## config.mk

```make
export PLATFORM = sky130hd
export DESIGN_NAME = sha256_msg_pad
export DESIGN_NICKNAME = d
export VERILOG_FILES = /design/src/rtl/sha256_msg_pad.sv
export SDC_FILE = /design/constraint.sdc
export NUM_CORES = 1
export LEC_CHECK = 0
export BUFFER_PORTS_ARGS = -buffer_cell sky130_fd_sc_hd__buf_2
export CELL_PAD_IN_SITES_DETAIL_PLACEMENT = 2
export CELL_PAD_IN_SITES_GLOBAL_PLACEMENT = 2
export CORE_UTILIZATION = 33
export DETAILED_ROUTE_END_ITERATION = 8
export PLACE_DENSITY = 0.85
export SLEW_MARGIN = 10
export SYNTH_ARGS = -nofsm -noshare
export SYNTH_HDL_FRONTEND = slang
export SYNTH_SLANG_ARGS = --single-unit
export TNS_END_PERCENT = 20
```

## constraint.sdc

```tcl
create_clock -name clk -period 5.4 [get_ports clk]
set_input_delay 1.08 -clock clk [delete_from_list [all_inputs] [get_ports clk]]
set_output_delay 1.08 -clock clk [all_outputs]
set_load 0.01 [all_outputs]
```

## src/rtl/sha256_msg_pad.sv

```systemverilog
// sha256_msg_pad: reads NUM_OF_WORDS 32-bit message words from a synchronous
// word-addressed memory and appends SHA-256 padding (0x80000000 marker, zero
// fill, 64-bit bit length). The padded blocks go out one word at a time over
// a valid/ready stream.
// Optional build macro SHA_PAD_BYTESWAP_EN: when defined, memory-sourced words
// are byte-reversed before emission. Marker, zero and length words are never
// swapped. Timing is the same in both builds.
module sha256_msg_pad #(
  parameter int NUM_OF_WORDS = 20,
  parameter int ADDR_W       = 16
) (
  input  logic              clk,
  input  logic              reset,
  input  logic              start,
  input  logic [ADDR_W-1:0] message_addr,
  output logic              busy,
  output logic              done,
  output logic              mem_clk,
  output logic              mem_we,
  output logic [ADDR_W-1:0] mem_addr,
  input  logic [31:0]       mem_read_data,
  output logic [31:0]       blk_word,
  output logic              blk_valid,
  input  logic              blk_ready,
  output logic [3:0]        blk_idx,
  output logic              blk_last,
  output logic              msg_last
);

  // Block count is a compile-time constant; at most 65 blocks for N <= 1023,
  // so the global word index {blk_cnt, blk_idx} fits in 11 bits.
  localparam int G_W = 11;
  localparam int NB  = (NUM_OF_WORDS + 3 + 15) / 16;

  localparam logic [G_W-1:0] N_G      = G_W'(NUM_OF_WORDS);
  localparam logic [G_W-1:0] LEN_HI_G = G_W'(16 * NB - 2);
  localparam logic [G_W-1:0] LEN_LO_G = G_W'(16 * NB - 1);
  localparam logic [63:0]    LEN_BITS = 64'(NUM_OF_WORDS) * 64'd32;
  localparam logic [6:0]     LAST_BLK = 7'(NB - 1);

  localparam logic [2:0] S_IDLE    = 3'd0;
  localparam logic [2:0] S_FETCH   = 3'd1;
  localparam logic [2:0] S_CAPTURE = 3'd2;
  localparam logic [2:0] S_EMIT    = 3'd3;
  localparam logic [2:0] S_DONE    = 3'd4;

  logic [2:0]        state;
  logic [ADDR_W-1:0] base_addr;
  logic [6:0]        blk_cnt;
  logic [3:0]        idx_r;
  logic [31:0]       word_r;
  logic [G_W-1:0]    g;
  logic [G_W-1:0]    g_next;
  logic              is_last;

  // Padding / length word for a global index at or beyond the message end.
  function automatic logic [31:0] pad_word(input logic [G_W-1:0] gi);
    if (gi == N_G)           return 32'h8000_0000;
    else if (gi == LEN_HI_G) return LEN_BITS[63:32];
    else if (gi == LEN_LO_G) return LEN_BITS[31:0];
    else                     return 32'h0000_0000;
  endfunction

  // Word ordering applied to memory-sourced words only.
  function automatic logic [31:0] mem_word(input logic [31:0] d);
`ifdef SHA_PAD_BYTESWAP_EN
    return {d[7:0], d[15:8], d[23:16], d[31:24]};
`else
    return d;
`endif
  endfunction

  assign g       = {blk_cnt, idx_r};
  assign g_next  = g + 1'b1;
  assign is_last = msg_last & blk_last;

  // Sequencer: fetch/capture/emit for message words, one-per-cycle padding.
  always_ff @(posedge clk or posedge reset) begin
    if (reset) begin
      state     <= S_IDLE;
      base_addr <= '0;
      blk_cnt   <= '0;
      idx_r     <= '0;
      word_r    <= '0;
    end else begin
      case (state)
        S_IDLE: begin
          if (start) begin
            base_addr <= message_addr;
            blk_cnt   <= '0;
            idx_r     <= '0;
            if (N_G != '0) begin
              state <= S_FETCH;
            end else begin
              word_r <= pad_word('0);
              state  <= S_EMIT;
            end
          end
        end
        S_FETCH: state <= S_CAPTURE;
        S_CAPTURE: begin
          word_r <= mem_word(mem_read_data);
          state  <= S_EMIT;
        end
        S_EMIT: begin
          if (blk_ready) begin
            {blk_cnt, idx_r} <= g_next;
            if (is_last) begin
              state <= S_DONE;
            end else if (g_next < N_G) begin
              state <= S_FETCH;
            end else begin
              word_r <= pad_word(g_next);
            end
          end
        end
        S_DONE:  state <= S_IDLE;
        default: state <= S_IDLE;
      endcase
    end
  end

  // Memory address tracks the current global index, wrapping in ADDR_W bits.
  assign mem_addr  = base_addr + ADDR_W'(g);
  assign mem_clk   = clk;
  assign mem_we    = 1'b0;

  assign busy      = (state == S_FETCH) || (state == S_CAPTURE) || (state == S_EMIT);
  assign done      = (state == S_DONE);
  assign blk_valid = (state == S_EMIT);
  assign blk_word  = word_r;
  assign blk_idx   = idx_r;
  assign blk_last  = (idx_r == 4'd15);
  assign msg_last  = (state != S_IDLE) && (blk_cnt == LAST_BLK);

endmodule

```

==> results.yml, run 1 <==
detailed_routing:
  drc: 0
  met2RoutedLength_um: 5920
  dr.max_layer_used: "met4"
  first_pass_iters: 4
  route.vias.total: 3300
  m1WireLength_um: 4550
  drt-total-wl_um: 11400
  route.detailed.wl_per_inst_um: 17.9
  drtAntennaViolNets: 0
  wl_met3_um: 800
  drt-initial-drc-count: 91
  viasPerCell: 5.18
critical_path:
  cp.arrival_ns: 3.19
  worstSetupStartpointType: "register"
  worstReg2RegStart: "blk_idx[0]$_DFFE_PP0P_"
  reg2reg_depth: 7
  rrSetupSlack_ns: 1.98
  timing.setup.critical_path_class: "register to output port"
  critPathCapture: "mem_addr[14]"
  start_point_of_the_critical_path: "blk_idx[0]$_DFFE_PP0P_"
  worst-endpoint-required_ns: 4.32
  r2r_end: "blk_word[9]$_DFFE_PP0P_"
  end_kind: "output port"
  critPathMaxFanout: 10
sta:
  part_of_the_cycle_the_worst_path_needs: 0.792
  fin_setup_tns_ns: 0
  rsz0062_at_grt: "no"
  finalCriticalPeriod_ns: 4.27
  slew_violations: 0
  setup_viol: 0
  relSlewSlack: 0.254
  fmax_mhz: 234
  layout_setup_ws_ns: 1.13
  worst_slew_pin_slew_ns: 1.12
  finalHoldViolCount: 0
  finClkSkew_ns: 0.00773
  worst_hold_check_slack_ns: 0.506
clocking:
  clock_transition_at_the_registers_of_the_reported_paths_ns: 0.06
  cts_setup_buffers: 0
  cts_tree: "yes"
  cts.hold.buffers_added: 0
  worstSkewPairLatency_ns: 0.45
  postCtsResizedCells: 0
global_routing:
  pin_count_of_the_biggest_net_entering_global_routing: 63
  wire_length_of_the_first_global_routing_pass_um: 18900
  grt_antenna_before_repair: 0
  gr-total-overflow: 0
  vias_in_the_first_global_route: 3740
  groute.usage.overall: 0.211
die:
  initial_utilization: 0.341
  die_area_um2: 11700
  io_pins: 111
  fp.dieW_um: 108
  coreArea_um2: 10900
  die_h_um: 108
  floorplan.rows: 38
logic_synthesis:
  synth.avg_cell_area_um2: 9.52
  yosysWarningCount: 0
  dominantRegCellSynth: "sky130_fd_sc_hd__dfrtp_1"
  synthesis.instances: 391
  syn-cell-area_um2: 3720
  synth-seq-area-share: 0.417
  synth_edf_count: 0
  synth.lib_cells_used.distinct: 56
  synth.net_count: 459
  ys_seq_elements: 62
  synthArstFlopShare: 1.00
worst_hold_path:
  hold_class: "register to register"
finish:
  final_net_count: 560
  final_area_um2: 4720
  final_core_utilization: 0.431
  antenna-diode-count: 0
  areaGrowthSynthToFinish_pct: 26.7
  fin_cells: 637
  drive_gt1_frac: 0.312
pwr:
  power.sequential.fraction: 0.294
  leakagePower_nw: 2.31
  power_per_cell_area_nw_per_um2: 572
  ir_drop_mv: 0.347
  pwr-share-clk: 0.269
  p_int_mw: 1.62
  p_sw_mw: 1.08
  fin_total_pwr_mw: 2.70
  power.combinational.fraction: 0.436
  swShare: 0.398
place:
  placed_instance_area_um2: 4330
  hpwlAfterDp_um: 8170
  place.detailed.instances: 618
  placement.setup.worst_slack_ns: 1.51
  place.port_buffers: 109
  gp_routability_congestion: 0.802
run_status:
  status: "completed"
job:
  drv.max_cap_violation_count: 0
## worst min path at each step
stage	from	endpoint	slack (ns)	cells past startpoint
6_report	blk_word[7]$_DFFE_PP0P_	blk_word[7]$_DFFE_PP0P_	0.51	1
3_5_place_dp	blk_word[31]$_DFFE_PP0P_	blk_word[31]$_DFFE_PP0P_	0.49	1
2_1_floorplan	base_addr[0]$_DFFE_PP0P_	base_addr[0]$_DFFE_PP0P_	0.48	1
5_1_grt	base_addr[10]$_DFFE_PP0P_	base_addr[10]$_DFFE_PP0P_	0.53	1
4_1_cts	blk_word[7]$_DFFE_PP0P_	blk_word[7]$_DFFE_PP0P_	0.51	1
3_3_place_gp	blk_word[9]$_DFFE_PP0P_	blk_word[9]$_DFFE_PP0P_	0.49	1
## Yosys cell counts, types with 4 or more instances
cell type	instances	share of area
sky130_fd_sc_hd__o21a_1	4	0.0081
sky130_fd_sc_hd__nor3b_1	4	0.0081
sky130_fd_sc_hd__dfrtp_1	62	0.42
sky130_fd_sc_hd__ha_1	15	0.050
sky130_fd_sc_hd__mux2i_1	29	0.078
sky130_fd_sc_hd__o31ai_1	5	0.010
sky130_fd_sc_hd__nand3b_1	4	0.0081
sky130_fd_sc_hd__clkbuf_1	14	0.014
sky130_fd_sc_hd__o21ai_0	21	0.028
sky130_fd_sc_hd__and3_1	5	0.0084
sky130_fd_sc_hd__xnor2_1	11	0.026
sky130_fd_sc_hd__nand2_1	45	0.045
sky130_fd_sc_hd__mux2_2	16	0.048
sky130_fd_sc_hd__nor2_1	22	0.022
sky130_fd_sc_hd__a21oi_1	6	0.0081
sky130_fd_sc_hd__inv_1	41	0.041
sky130_fd_sc_hd__nor3_1	5	0.0067
sky130_fd_sc_hd__buf_4	4	0.0081
sky130_fd_sc_hd__nand2b_1	6	0.010
sky130_fd_sc_hd__nand3_1	9	0.012
sky130_fd_sc_hd__nand4_1	4	0.0067
sky130_fd_sc_hd__o41ai_1	4	0.0094
sky130_fd_sc_hd__nor2b_1	6	0.010
sky130_fd_sc_hd__a31oi_1	4	0.0067
## power groups by stage
stage / registers (mW) / logic (mW) / clock network, mW
6_report: 0.795 / 1.18 / 0.727
5_1_grt: 0.821 / 1.31 / 0.762
4_1_cts: 0.799 / 1.21 / 0.739
3_5_place_dp: 0.802 / 1.19 / 0.0112
3_3_place_gp: 0.784 / 1.12 / 0.0112
2_1_floorplan: 0.799 / 0.759 / 0.0153
## area by class of cell
cell class | instances | area, um2
well taps | 140 | 175
repair buffers | 109 | 548
inverters | 41 | 154
fillers | 1233 | 6220
multi-input cells | 265 | 1900
clock buffers | 14 | 319
clock inverters | 6 | 70.1
flip-flops and latches | 62 | 1550
## worst max-delay path: stages, from the launching register on
cell and delay, ns:
sky130_fd_sc_hd__dfrtp_1 0.49, sky130_fd_sc_hd__ha_1 0.27, sky130_fd_sc_hd__inv_1 0.07, sky130_fd_sc_hd__fa_1 0.20, sky130_fd_sc_hd__nor2b_1 0.05, sky130_fd_sc_hd__o21ai_0 0.23
sky130_fd_sc_hd__a21boi_0 0.17, sky130_fd_sc_hd__o311a_1 0.41, sky130_fd_sc_hd__or4b_2 0.63, sky130_fd_sc_hd__nand3_1 0.10, sky130_fd_sc_hd__buf_2 0.13
## logic make-up after synthesis
logic type | after synthesis | synth area share
flip-flops | 62 | 0.417
AO/OA/AOI/OAI | 63 | 0.115
AND/OR/NAND/NOR | 125 | 0.174
other | 1 | 0.00101
buffers and inverters | 64 | 0.0749
adder cells (fa/ha/maj) | 16 | 0.0558
XOR/XNOR | 14 | 0.0329
multiplexers | 46 | 0.130
## cells in the final DEF (no fill, tap or decap), types with 4 or more instances in the layout
cell type / instances
sky130_fd_sc_hd__nand4_1: 4
sky130_fd_sc_hd__xnor2_1: 11
sky130_fd_sc_hd__nor2_1: 22
sky130_fd_sc_hd__clkbuf_16: 12
sky130_fd_sc_hd__nand2b_1: 6
sky130_fd_sc_hd__nor3b_1: 4
sky130_fd_sc_hd__inv_1: 40
sky130_fd_sc_hd__mux2i_1: 29
sky130_fd_sc_hd__mux2_2: 16
sky130_fd_sc_hd__nand3b_1: 4
sky130_fd_sc_hd__dfrtp_1: 62
sky130_fd_sc_hd__nand3_1: 9
sky130_fd_sc_hd__ha_1: 15
sky130_fd_sc_hd__nor2b_1: 6
sky130_fd_sc_hd__a31oi_1: 4
sky130_fd_sc_hd__buf_2: 109
sky130_fd_sc_hd__a21oi_1: 6
sky130_fd_sc_hd__nand2_1: 45
sky130_fd_sc_hd__and3_1: 5
sky130_fd_sc_hd__nor3_1: 5
sky130_fd_sc_hd__o21a_1: 4
sky130_fd_sc_hd__o21ai_0: 21
sky130_fd_sc_hd__o31ai_1: 5
sky130_fd_sc_hd__o41ai_1: 4
## sequential cells by signal, summed over array words and instances (netlist names)
register and flops:
blk_word 32, base_addr 16, blk_cnt 7, state 3, blk_idx 4
## layer usage
layer,track usage,vias to the layer above
met5,0,-
met4,0.0753,0
met3,0.0687,17
met2,0.372,101
met1,0.236,1640
li1,-,1542
Power figures use the tool's default switching activity.
==> inputs of run 2 (changes only) <==
- CORE_UTILIZATION: 33 -> 31
- PLACE_DENSITY: 0.85 -> 0.8
- clock period: 5.4 -> 4.3 ns (I/O delays scaled with it)
==> run 2 against run 1 <==
  * The flow now finishes with violations (DRC)
  * Clock-buffer cell count fell by 1
  * Non-clock buffer count up 4
  * Hold slack gained 0.0095 ns
  * Sequential power increased by 25%
  * Critical path depth stayed put
  * Register-to-register slack got worse by 0.95 ns
  * Wire length decreased by 1.4%
==> results.yml, run 2 (synthesized netlist as in run 1, its figures left out) <==
global_routing:
  groute.usage.overall: 0.197
  grt_antenna_before_repair: 0
  wire_length_of_the_first_global_routing_pass_um: 19100
  gr-total-overflow: 0
  pin_count_of_the_biggest_net_entering_global_routing: 50
  vias_in_the_first_global_route: 3767
die:
  fp.dieW_um: 112
  io_pins: 111
  floorplan.rows: 39
  coreArea_um2: 11600
  die_area_um2: 12500
  initial_utilization: 0.322
  die_h_um: 112
critical_path:
  reg2reg_depth: 8
  worstReg2RegStart: "blk_idx[0]$_DFFE_PP0P_"
  rrSetupSlack_ns: 1.03
  path_cells: "ha_1, inv_1, fa_1, nor2b_1, o21ai_0, a21boi_0, o311a_1, or4b_2, nand3_1, buf_2"
  critPathMaxFanout: 10
  start_point_of_the_critical_path: "blk_idx[0]$_DFFE_PP0P_"
  critPathBufInv: 2
  gate_family_responsible_for_the_most_delay_along_the_worst_path: "simple AND/OR/NAND/NOR gates"
  critical_path.slowest_cell: "sky130_fd_sc_hd__or4b_2"
  worst-endpoint-required_ns: 3.44
  cp.arrival_ns: 3.13
  worstSetupStartpointType: "register"
  timing.setup.critical_path_class: "register to output port"
  r2r_end: "blk_word[30]$_DFFE_PP0P_"
  longest_individual_stage_delay_on_the_worst_path_ns: 0.63
  end_kind: "output port"
pwr:
  power_per_cell_area_nw_per_um2: 706
  leakagePower_nw: 2.32
  power.combinational.fraction: 0.443
  p_sw_mw: 1.36
  swShare: 0.407
  ir_drop_mv: 0.371
  fin_total_pwr_mw: 3.33
  p_int_mw: 1.97
  pwr-share-clk: 0.259
  power.sequential.fraction: 0.298
clocking:
  postCtsResizedCells: 0
  cts_tree: "yes"
  clock_transition_at_the_registers_of_the_reported_paths_ns: 0.06
  cts_setup_buffers: 0
  cts.hold.buffers_added: 0
  worstSkewPairLatency_ns: 0.45
detailed_routing:
  route.detailed.wl_per_inst_um: 17.5
  drt-initial-drc-count: 170
  first_pass_iters: 6
  viasPerCell: 5.10
  drt-total-wl_um: 11300
  drtAntennaViolNets: 0
  drc: 8
  route.vias.total: 3287
sta:
  finClkSkew_ns: 0.0116
  finalHoldViolCount: 0
  worst_slew_pin_slew_ns: 0.914
  finalCriticalPeriod_ns: 3.99
  fmax_mhz: 251
  rsz0062_at_grt: "no"
  slew_violations: 0
  part_of_the_cycle_the_worst_path_needs: 0.927
  fin_setup_tns_ns: 0
  worst_hold_check_slack_ns: 0.515
  relSlewSlack: 0.391
  setup_viol: 0
place:
  hpwlAfterDp_um: 8290
  place.port_buffers: 109
  gp_routability_congestion: 0.789
job:
  drv.max_cap_violation_count: 0
finish:
  areaGrowthSynthToFinish_pct: 26.7
  antenna-diode-count: 0
  mostFrequentLayoutCell: "sky130_fd_sc_hd__buf_2"
  final_cell_mix: "109 x sky130_fd_sc_hd__buf_2, 62 x sky130_fd_sc_hd__dfrtp_1, 45 x sky130_fd_sc_hd__nand2_1"
  drive_gt1_frac: 0.317
  final_net_count: 564
  largest_register_ffs: 32
worst_hold_path:
  hold_class: "register to register"
  hold_path_startpoint: "base_addr[2]$_DFFE_PP0P_"
  timing.hold.worst_path_depth: 1
  hold-path-endpoint: "base_addr[2]$_DFFE_PP0P_"
run_status:
  status: "finished, violations left"
  violations: "DRC"
==> run 2: cell types whose count changed in the layout (fill, tap and decap cells not counted) <==
cell                         previous run  this run
sky130_fd_sc_hd__clkbuf_8               1         0
sky130_fd_sc_hd__clkinv_2               0         2
sky130_fd_sc_hd__bufinv_16              1         0
sky130_fd_sc_hd__clkinvlp_4             3         2
sky130_fd_sc_hd__inv_6                  1         3
sky130_fd_sc_hd__nor3_4                 1         0
sky130_fd_sc_hd__inv_2                  1         0
sky130_fd_sc_hd__buf_4                  1         5
sky130_fd_sc_hd__nor3_2                 0         1
==> run 2: area by class of cell <==
type | count | area, um2
clock inverter | 7 | 55.1
timing repair buffer | 113 | 578
sequential | 62 | 1550
clock buffer | 13 | 305
inverter | 41 | 155
tap | 143 | 179
multi-input combinational | 265 | 1890
fill | 1329 | 6850
==> run 2: through the flow <==
stage	setup WS, ns	instance area (um2)	util	cells
floorplan	1.05	3720	-	391
global placement	0.857	4360	0.377	625
detailed placement	0.789	4360	0.377	625
CTS	0.290	4720	0.408	644
global route	0.147	4720	0.408	644
finish	0.313	4720	0.408	644
==> run 2: power groups by stage <==
| stage | combinational [mW] | clock [mW] | sequential (mW) |
|---|---|---|---|
| floorplan | 0.953 | 0.0192 | 1.00 |
| global placement | 1.42 | 0.0141 | 0.982 |
| detailed placement | 1.49 | 0.0141 | 1.00 |
| CTS | 1.51 | 0.885 | 0.998 |
| global route | 1.65 | 0.907 | 1.03 |
| finish | 1.48 | 0.862 | 0.994 |
==> run 2: how the worst max path moves through the flow <==
| stage | endpoint | cells after the start |
|---|---|---|
| global placement | mem_addr[14] | 10 |
| finish | mem_addr[14] | 10 |
| global route | mem_addr[14] | 10 |
| floorplan | mem_addr[14] | 9 |
| detailed placement | mem_addr[14] | 10 |
| CTS | mem_addr[14] | 10 |
==> run 2: layer usage <==
metal  track usage  wire length [um]  vias up
li1              -                 -     1551
met1         0.225              4650     1620
met2         0.344              5630       96
met3        0.0544               741       20
met4        0.0847               252        0
met5             0                 0        -
